--- config.mk ---
export PLATFORM = sky130hd
export DESIGN_NAME = btn_event_queue_flat
export DESIGN_NICKNAME = d
export VERILOG_FILES = /design/src/rtl/btn_event_queue_if.sv /design/src/rtl/btn_event_queue.sv /design/src/flat_wrapper.sv
export SDC_FILE = /design/constraint.sdc
export NUM_CORES = 1
export LEC_CHECK = 0
export ABC_CLOCK_PERIOD_IN_PS = 4300
export CAP_MARGIN = 30
export CORE_MARGIN = 4
export CORE_UTILIZATION = 49
export CTS_BUF_LIST = sky130_fd_sc_hd__clkbuf_8 sky130_fd_sc_hd__clkbuf_16
export CTS_CLUSTER_SIZE = 8
export DETAILED_ROUTE_END_ITERATION = 7
export HOLD_SLACK_MARGIN = 0.02
export PLACE_DENSITY = 0.75
export SLEW_MARGIN = 20
export SYNTH_ARGS = -nofsm -noshare
export SYNTH_HDL_FRONTEND = slang
export SYNTH_SLANG_ARGS = --single-unit
--- constraint.sdc ---
create_clock -name clk -period 4.3 [get_ports clk]
set_input_delay 0.645 -clock clk [delete_from_list [all_inputs] [get_ports clk]]
set_output_delay 0.645 -clock clk [all_outputs]
set_load 0.1 [all_outputs]
--- src/rtl/btn_event_queue_if.sv ---
// btn_event_queue_if: bundles the button-pulse input side and the event
// pop side of btn_event_queue. master = the queue itself (drives ev_*),
// slave = the environment (drives clr, btn_pulse, ev_ready and, with
// BTN_EVENT_TIMESTAMP_EN defined, tick; ev_ts then exists as well).
interface btn_event_queue_if #(
  parameter int NUM_BTN = 5,
  parameter int DEPTH   = 4,
  parameter int ID_W    = $clog2(NUM_BTN),
  parameter int TS_W    = 16
);
  logic                     clr;
  logic [NUM_BTN-1:0]       btn_pulse;
  logic                     ev_valid;
  logic [ID_W-1:0]          ev_id;
  logic                     ev_ready;
  logic [$clog2(DEPTH):0]   ev_count;
  logic [7:0]               drop_cnt;
`ifdef BTN_EVENT_TIMESTAMP_EN
  logic                     tick;
  logic [TS_W-1:0]          ev_ts;

  modport master (
    input  clr, btn_pulse, ev_ready, tick,
    output ev_valid, ev_id, ev_count, drop_cnt, ev_ts
  );
  modport slave (
    output clr, btn_pulse, ev_ready, tick,
    input  ev_valid, ev_id, ev_count, drop_cnt, ev_ts
  );
`else
  modport master (
    input  clr, btn_pulse, ev_ready,
    output ev_valid, ev_id, ev_count, drop_cnt
  );
  modport slave (
    output clr, btn_pulse, ev_ready,
    input  ev_valid, ev_id, ev_count, drop_cnt
  );
`endif
endinterface

--- src/rtl/btn_event_queue.sv ---
// btn_event_queue: turns one-cycle debounced button press pulses into an
// ordered FIFO of button-ID events popped with a valid/ready handshake.
// Ports: clk, rst (async active-high), bus (btn_event_queue_if.master):
//   clr (sync flush), btn_pulse, ev_valid/ev_id/ev_ready, ev_count, drop_cnt.
// Optional macro BTN_EVENT_TIMESTAMP_EN adds tick input and ev_ts output:
// each event carries the tick-counter value captured when its press was seen.
// Latency: pulse -> pending at edge E0, pushed at E1, ev_valid after E1.
module btn_event_queue #(
  parameter int NUM_BTN = 5,
  parameter int DEPTH   = 4,
  parameter int ID_W    = $clog2(NUM_BTN),
  parameter int TS_W    = 16
) (
  input  logic              clk,
  input  logic              rst,
  btn_event_queue_if.master bus
);
  localparam int PW = $clog2(DEPTH);

  logic [NUM_BTN-1:0] pending;
  logic [ID_W-1:0]    mem_id [DEPTH];
  logic [PW-1:0]      wr_ptr;
  logic [PW-1:0]      rd_ptr;
  logic [PW:0]        count;
  logic [7:0]         drop_cnt;

  logic               cand_vld;
  logic [ID_W-1:0]    cand_id;
  logic               full;
  logic               pop;
  logic               push;
  logic [NUM_BTN-1:0] push_clr;
  logic [NUM_BTN-1:0] drop_mask;
  logic [4:0]         drop_num;
  logic [8:0]         drop_sum;
  logic [7:0]         drop_nxt;

  // Lowest-index pending button wins; looping downward lets the last hit stick.
  always_comb begin
    cand_vld = 1'b0;
    cand_id  = '0;
    for (int i = NUM_BTN - 1; i >= 0; i--) begin
      if (pending[i]) begin
        cand_vld = 1'b1;
        cand_id  = ID_W'(i);
      end
    end
  end

  assign full = (count == (PW + 1)'(DEPTH));
  assign pop  = (count != '0) && bus.ev_ready;
  // A pop frees the head slot this same edge, so a full FIFO can still accept.
  assign push = cand_vld && (!full || pop);

  assign push_clr  = push ? (NUM_BTN'(1) << cand_id) : '0;
  // A pulse is lost only if its button is already pending and not leaving now.
  assign drop_mask = bus.btn_pulse & pending & ~push_clr;

  always_comb begin
    drop_num = '0;
    for (int i = 0; i < NUM_BTN; i++) begin
      drop_num = drop_num + 5'(drop_mask[i]);
    end
    drop_sum = {1'b0, drop_cnt} + 9'(drop_num);
    drop_nxt = drop_sum[8] ? 8'hFF : drop_sum[7:0];
  end

  always_ff @(posedge clk or posedge rst) begin
    if (rst) begin
      pending  <= '0;
      wr_ptr   <= '0;
      rd_ptr   <= '0;
      count    <= '0;
      drop_cnt <= '0;
      for (int i = 0; i < DEPTH; i++) mem_id[i] <= '0;
    end else if (bus.clr) begin
      pending  <= '0;
      wr_ptr   <= '0;
      rd_ptr   <= '0;
      count    <= '0;
      drop_cnt <= '0;
    end else begin
      // A re-press on a button being pushed this edge keeps its bit set.
      pending  <= (pending & ~push_clr) | bus.btn_pulse;
      drop_cnt <= drop_nxt;
      if (push) begin
        mem_id[wr_ptr] <= cand_id;
        wr_ptr         <= wr_ptr + 1'b1;
      end
      if (pop) rd_ptr <= rd_ptr + 1'b1;
      case ({push, pop})
        2'b10:   count <= count + 1'b1;
        2'b01:   count <= count - 1'b1;
        default: count <= count;
      endcase
    end
  end

  assign bus.ev_valid = (count != '0);
  assign bus.ev_id    = bus.ev_valid ? mem_id[rd_ptr] : '0;
  assign bus.ev_count = count;
  assign bus.drop_cnt = drop_cnt;

`ifdef BTN_EVENT_TIMESTAMP_EN
  logic [TS_W-1:0]    ts_cnt;
  logic [TS_W-1:0]    ts_reg [NUM_BTN];
  logic [TS_W-1:0]    mem_ts [DEPTH];
  logic [NUM_BTN-1:0] ts_cap;

  // Every pulse that is not dropped (re)arms its pending bit and takes a stamp;
  // the register read here is the pre-increment counter value.
  assign ts_cap = bus.btn_pulse & ~drop_mask;

  always_ff @(posedge clk or posedge rst) begin
    if (rst) begin
      ts_cnt <= '0;
      for (int i = 0; i < NUM_BTN; i++) ts_reg[i] <= '0;
      for (int i = 0; i < DEPTH; i++)   mem_ts[i] <= '0;
    end else if (bus.clr) begin
      ts_cnt <= '0;
    end else begin
      if (bus.tick) ts_cnt <= ts_cnt + 1'b1;
      for (int i = 0; i < NUM_BTN; i++) begin
        if (ts_cap[i]) ts_reg[i] <= ts_cnt;
      end
      if (push) mem_ts[wr_ptr] <= ts_reg[cand_id];
    end
  end

  assign bus.ev_ts = bus.ev_valid ? mem_ts[rd_ptr] : '0;
`endif
endmodule

--- src/flat_wrapper.sv ---
// flat-port wrapper written by rule: the top's interface ports become plain ports
module btn_event_queue_flat 
#(
  parameter int NUM_BTN = 5,
  parameter int DEPTH   = 4,
  parameter int ID_W    = $clog2(NUM_BTN),
  parameter int TS_W    = 16
)
  (clk, rst, bus_clr, bus_btn_pulse, bus_ev_ready, bus_ev_valid, bus_ev_id, bus_ev_count, bus_drop_cnt);
  btn_event_queue_if #(.NUM_BTN(NUM_BTN), .DEPTH(DEPTH), .ID_W(ID_W), .TS_W(TS_W)) bus_i ();
  input  logic clk;
  input  logic rst;
  input wire logic [$bits(bus_i.clr)-1:0] bus_clr;
  input wire logic [$bits(bus_i.btn_pulse)-1:0] bus_btn_pulse;
  input wire logic [$bits(bus_i.ev_ready)-1:0] bus_ev_ready;
  output wire logic [$bits(bus_i.ev_valid)-1:0] bus_ev_valid;
  output wire logic [$bits(bus_i.ev_id)-1:0] bus_ev_id;
  output wire logic [$bits(bus_i.ev_count)-1:0] bus_ev_count;
  output wire logic [$bits(bus_i.drop_cnt)-1:0] bus_drop_cnt;
  assign bus_i.clr = bus_clr;
  assign bus_i.btn_pulse = bus_btn_pulse;
  assign bus_i.ev_ready = bus_ev_ready;
  assign bus_ev_valid = bus_i.ev_valid;
  assign bus_ev_id = bus_i.ev_id;
  assign bus_ev_count = bus_i.ev_count;
  assign bus_drop_cnt = bus_i.drop_cnt;
  btn_event_queue #(.NUM_BTN(NUM_BTN), .DEPTH(DEPTH), .ID_W(ID_W), .TS_W(TS_W)) u_core (.clk(clk), .rst(rst), .bus(bus_i));
endmodule
Word-level counts from Yosys, hierarchy flattened --
Index checks and enable logic that the tools add are counted.
Operators by class: muxes and demuxes 27, eq/ne operators 3, add/sub/neg operators 9, shift operators 1, reduce and logical (&&, ||, !) cells 10, bitwise logic cells 8, $lt $le $gt $ge 3
Operator list (count):
- $mux W3 | 10
- $mux W8 | 2
- $add A5 B1 Y5 | 3
- $and A5 B5 Y5 | 3
- $bwmux W12 | 1
- $mux W5 | 2
- $add A8 B5 Y9 | 1
- $mux W2 | 4
- $bmux W3 S2 | 1
- $demux W3 S2 | 1
- $ge A3 B3 Y1 const B | 2
- $not A2 Y3 | 2
- $pmux W3 S2 | 1
- $reduce_bool A3 Y1 | 2
- $mux W1 | 5
- $not A5 Y5 | 1
- $or A5 B5 Y5 | 1
- $shl A1 B3 Y5 const A | 1
- $add A2 B1 Y2 const B | 2
- $reduce_bool A2 Y1 | 2
- $add A3 B1 Y3 const B | 1
- $eq A3 B3 Y1 const B | 1
- $logic_and A1 B1 Y1 | 3
- $lt A3 B1 Y1 const B | 1
- 8 further kinds | 8
Word-level totals: logic and storage cells 70, bits of input ports 9, register bits after elaboration 32, output and inout bits 15

Logic depth before layout (Yosys ltp) --
depth after elaboration 16, depth in mapped cells 15, mapped depth without buffers 15

Worst setup path after synthesis --
OpenSTA, ideal clock, no wires.
kind reg-to-reg, start register u_core.count[2], in the netlist u_core.bus.ev_count[2], end register u_core.drop_cnt[5], in the netlist u_core.bus.drop_cnt[5], cell stages (with the launch flop) 16, data arrival time 4.558 ns, required time 4.213 ns, library setup time 0.087 ns, path buffers 0, slack -0.345 ns, clock period less this slack 4.645 ns, cell sequence dfrtp_1 > nor4b_2 > o21ai_0 > nor2_1 > ha_1 > inv_1 > fa_1 > inv_1 > ha_1 > fa_1 > inv_1 > fa_1 > nand2b_1 > a211o_1 > and4_1 > nor3_1
Between the ends: cells in the longest elaborated chain, start to end 14, elaborated cells between the ends (all ways) 16, classes of those cells add/sub: 5; eq/ne: 1; mux: 3; bitwise: 2; reduce/logical: 5
RTL lines:
- start: declaration | line btn_event_queue.sv:24 | logic [PW:0] count;
- start signal: assignment | line btn_event_queue.sv:92 | 2'b10: count <= count + 1'b1;
- start signal: assignment | line btn_event_queue.sv:93 | 2'b01: count <= count - 1'b1;
- start signal: assignment | line btn_event_queue.sv:94 | default: count <= count;
- $eq A3 B3 Y1 or $reduce_bool A3 Y1 (tied branches) | line btn_event_queue.sv:50, btn_event_queue.sv:51
- $logic_not A1 Y1 or $logic_and A1 B1 Y1 (tied branches) | line btn_event_queue.sv:53, btn_event_queue.sv:51
- $logic_or A1 B1 Y1 (*) | line btn_event_queue.sv:53 | assign push = cand_vld && (!full || pop);
- $logic_and A1 B1 Y1 (*) | line btn_event_queue.sv:53
- $mux W5 (*) | line btn_event_queue.sv:55 | assign push_clr = push ? (NUM_BTN'(1) << cand_id) : '0;
- $not A5 Y5 (*) | line btn_event_queue.sv:57 | assign drop_mask = bus.btn_pulse & pending & ~push_clr;
- $and A5 B5 Y5 (*) | line btn_event_queue.sv:57
- $add A1 B1 Y2 | line btn_event_queue.sv:62 | drop_num = drop_num + 5'(drop_mask[i]);
- $add A5 B1 Y5 (2 in a row) | line btn_event_queue.sv:62
- $add A5 B1 Y5 (*) | line btn_event_queue.sv:62
- $add A8 B5 Y9 (*) | line btn_event_queue.sv:64 | drop_sum = {1'b0, drop_cnt} + 9'(drop_num);
- $mux W8 (*) | line btn_event_queue.sv:65 | drop_nxt = drop_sum[8] ? 8'hFF : drop_sum[7:0];
- $mux W8 (*) | line btn_event_queue.sv:76 | end else if (bus.clr) begin
- end signal: assignment | line btn_event_queue.sv:85 | drop_cnt <= drop_nxt;
- end: declaration | line btn_event_queue.sv:25 | logic [7:0] drop_cnt;
Mark *: on every way between the ends. The rest lies on a longest branch, timed or not. A chain may end at the register's enable or synchronous reset.

Final worst setup path --
start input bus_ev_ready, end register u_core.drop_cnt[5], in the netlist u_core.bus.drop_cnt[5]
Between the ends: cells in the longest elaborated chain, start to end 13
RTL lines:
- start: declaration | line flat_wrapper.sv:15 | input wire logic [$bits(bus_i.ev_ready)-1:0] bus_ev_ready;
- $logic_and A1 B1 Y1 (*) | line btn_event_queue.sv:51 | assign pop = (count != '0) && bus.ev_ready;
- $logic_or A1 B1 Y1 (*) | line btn_event_queue.sv:53
- $logic_and A1 B1 Y1 (*) | line btn_event_queue.sv:53
- $mux W5 (*) | line btn_event_queue.sv:55
- $not A5 Y5 (*) | line btn_event_queue.sv:57
- $and A5 B5 Y5 (*) | line btn_event_queue.sv:57
- $add A1 B1 Y2 | line btn_event_queue.sv:62
- $add A5 B1 Y5 (2 in a row) | line btn_event_queue.sv:62
- $add A5 B1 Y5 (*) | line btn_event_queue.sv:62
- $add A8 B5 Y9 (*) | line btn_event_queue.sv:64
- $mux W8 (*) | line btn_event_queue.sv:65
- $mux W8 (*) | line btn_event_queue.sv:76
Marks and branches as above.

==> impl_metrics.csv <==
group,metric,value,unit
pwr,powerDensity,611,mW/mm²
global_routing,overflow,0,
sta,slew_viol_final,0,
placement,io_buffers,23,
routing,met1_length,1600,µm
cts,cts.sinks,32,
global_routing,grt_pass1_vias,1487,
routing,drc_errors,0,
placement,place.gp.congestion,0.905,
cells_and_area,nets,229,
logic_synthesis,syn_inst,173,
worst_setup_path,path_max_fanout,4,
worst_setup_path,critPathTopFamily,"adder cells",
sta,max_slew_margin,35.0,%
logic_synthesis,synth_cell_types,41,
run_status,status,"finished, final reports clean",
routing,top_layer,"met4",
cts,cts_tree,"built",
logic_synthesis,synth_seq_cells,32,
sta,hold_viol_final,0,
global_routing,grt_pass1_wl,6580,µm
worst_hold_path,min_path_type,"flip-flop to flip-flop",
cells_and_area,layout_commonest_cell,"dfrtp_1",
sta,hold_ws,506,ps
cts,htreeDepth,2,
logic_synthesis,synth_fp_nets,195,
worst_setup_path,path_buf_inv,4,
placement,dp_hpwl,2660,µm
global_routing,grtUsageTotal,19.0,%
logic_synthesis,synth-edff-count,0,
cts,clkLatencyLatePin,280,ps
cells_and_area,drive_gt1_share,17.3,%
cells_and_area,postLayoutCoreUtil,65.2,%
floorplan,io_pins,24,
routing,first_pass_iters,4,
floorplan,rows,21,
worst_setup_path,path_cells,"dlygate4sd2_1 > nor4b_4 > o21ai_1 > nor2_1 > ha_1 > inv_1 > fa_1 > inv_1 > ha_1 > fa_1 > inv_1 > fa_1 > nand2b_4 > a211o_1 > and4_1 > nor3_1",
routing,drt_iter0_drc,79,
logic_synthesis,yosys_warnings,0,
logic_synthesis,synthFlopType,"dfrtp_1",
logic_synthesis,ys_async_sr_fraction,100,%
routing,ant_nets,0,
cts,numCtsBuffers,5,
floorplan,dieArea,0.00471,mm²
global_routing,grt_max_degree,33,
worst_setup_path,worstSetupStartpointType,"input pin",
routing,wl_per_cell,14.4,µm
floorplan,start_util,52.4,%
worst_setup_path,slowest_stage,"fa_1",
pwr,power,0.00137,W
worst_setup_path,crit_type,"input pin to flip-flop",
cells_and_area,stdcell_area,0.00224,mm²
sta,skew,4.75,ps
sta,max_freq,247,MHz
pwr,ir_worst_vdd,0.250,mV
job,drv_cap,0,
worst_setup_path,cp.required,4480,ps
cts,path_clk_slew,70,ps
pwr,leakagePower,1.04,nW
routing,routed_wl,3650,µm
logic_synthesis,yosysSeqAreaShare,44.4,%
floorplan,core,0.00344,mm²
logic_synthesis,syn-cell-area,0.00180,mm²
routing,wl_met3,165,µm
worst_setup_path,crit_arrival,4230,ps
worst_setup_path,cpPeakStageDelay,530,ps
routing,num_vias,1415,
routing,avgViaCountPerCell,5.57,
cells_and_area,area_delta_synth_final,24.4,%
sta,setup_viol,0,
cts,root_buffer,"clkbuf_8",
cells_and_area,n_antenna_cell,0,
routing,wl_met2,1830,µm
sta,min_period,4050,ps
cts,cts_buffer_depth,2,
sta,min_period_over_period,94.2,%
sta,rsz0062_at_grt,"no",
floorplan,die_h,68.7,µm
sta,worstMarginPinSlew,972,ps
logic_synthesis,syn_avg_cell_area,10.4,µm²
placement,place_area,0.00214,mm²
floorplan,die_x,68.7,µm
global_routing,antenna_found_initial,0,
worst_setup_path,worstSetupEndpointType,"flip-flop",
cells_and_area,final_cell_mix,"29 x dfrtp_1, 24 x a21oi_1, 22 x clkdlybuf4s50_1, 19 x inv_1, 11 x nor2_1",
[state kept, by name (all words and copies together), names as in the netlist]
signal / cells
u_core.rd_ptr: 2
u_core.mem_id: 12
u_core.bus.drop_cnt: 8
u_core.wr_ptr: 2
u_core.pending: 5
u_core.bus.ev_count: 3
[synth_stat cells (2+ instances only)]
cell type	instances	share of area, %
mux2_2	8	5.0
xor2_1	3	1.5
o21ai_0	5	1.4
inv_1	19	4.0
fa_1	4	4.4
nand2_1	7	1.5
nor3_1	9	2.5
mux4_2	3	3.7
a21o_1	2	0.83
a21oi_1	24	6.7
clkbuf_1	2	0.42
ha_1	9	6.2
and2_1	5	1.7
xnor2_1	2	0.97
dfrtp_1	32	44
nor2_1	11	2.3
nand3_1	4	1.1
[metal layers]
layer  vias up  track usage (%)
met4         0             6.20
met5         -                0
met3         6             5.35
met2        28             32.5
li1        672                -
met1       709             22.9
[report_power, final]
group	internal, W	switching (W)
combinational	0.000226	0.000444
sequential	0.000384	0.0000828
clock	0.000127	0.000106
[kinds of logic (layout without fill, tap and decap cells)]
group / count (synthesis) / count (layout) / share of synthesized area (%)
compound gates: 40 / 40 / 13.2
xor+xnor: 5 / 5 / 2.43
fa+ha+maj: 13 / 13 / 10.7
buf+inv: 22 / 57 / 4.58
flops: 32 / 32 / 44.4
mux: 13 / 13 / 9.92
simple gates: 48 / 48 / 14.8
[worst register-to-register path: cells and delay by family, from the launching register on]
family / cells / cell delay, ps
fa+ha+maj: 5 / 1810
simple gates: 5 / 1010
flops: 1 / 470
compound gates: 2 / 430
buf+inv: 3 / 150
[metrics by stage]
step           setup WS (ps)  TNS (ps)  std cells
4_1_cts                  181         0        254
3_5_place_dp            -372     -2310        245
2_1_floorplan            106         0        173
5_1_grt                 32.4         0        254
6_report                 252         0        254
3_3_place_gp            -218     -1300        245
[timing repair]
item,in CTS,in global routing
pin swaps,1,1
hold buffers,0,0
resized for setup,3,0
setup buffers,1,0
endpoints found under the setup margin,6,2
gates cloned,0,0
[final cells by class]
type / instances / area [µm²]
multi-input cells: 119 / 936
clock inverters: 2 / 10.0
flip-flops and latches: 32 / 805
well taps: 46 / 57.6
repair buffers: 30 / 282
inverters: 19 / 71.3
fillers: 282 / 1200
clock buffers: 6 / 82.6
[path summary, 6_finish.rpt]
check	startpoint	end	slack, ps	cells after the start
worst max-delay path	bus_ev_ready	u_core.bus.drop_cnt[5]$_DFF_PP0_	250	16
worst min-delay path	u_core.mem_id[1]$_DFFE_PP0P_	u_core.mem_id[1]$_DFFE_PP0P_	510	1
worst max register to register	u_core.bus.ev_count[1]$_DFFE_PP0P_	u_core.bus.drop_cnt[5]$_DFF_PP0_	340	15
worst min register to register	u_core.mem_id[1]$_DFFE_PP0P_	u_core.mem_id[1]$_DFFE_PP0P_	510	1
max in group asynchronous	rst	u_core.bus.ev_count[1]$_DFFE_PP0P_	3210	3
min in group asynchronous	rst	u_core.mem_id[3]$_DFFE_PP0P_	760	3
(Power assumes the default switching activity.)
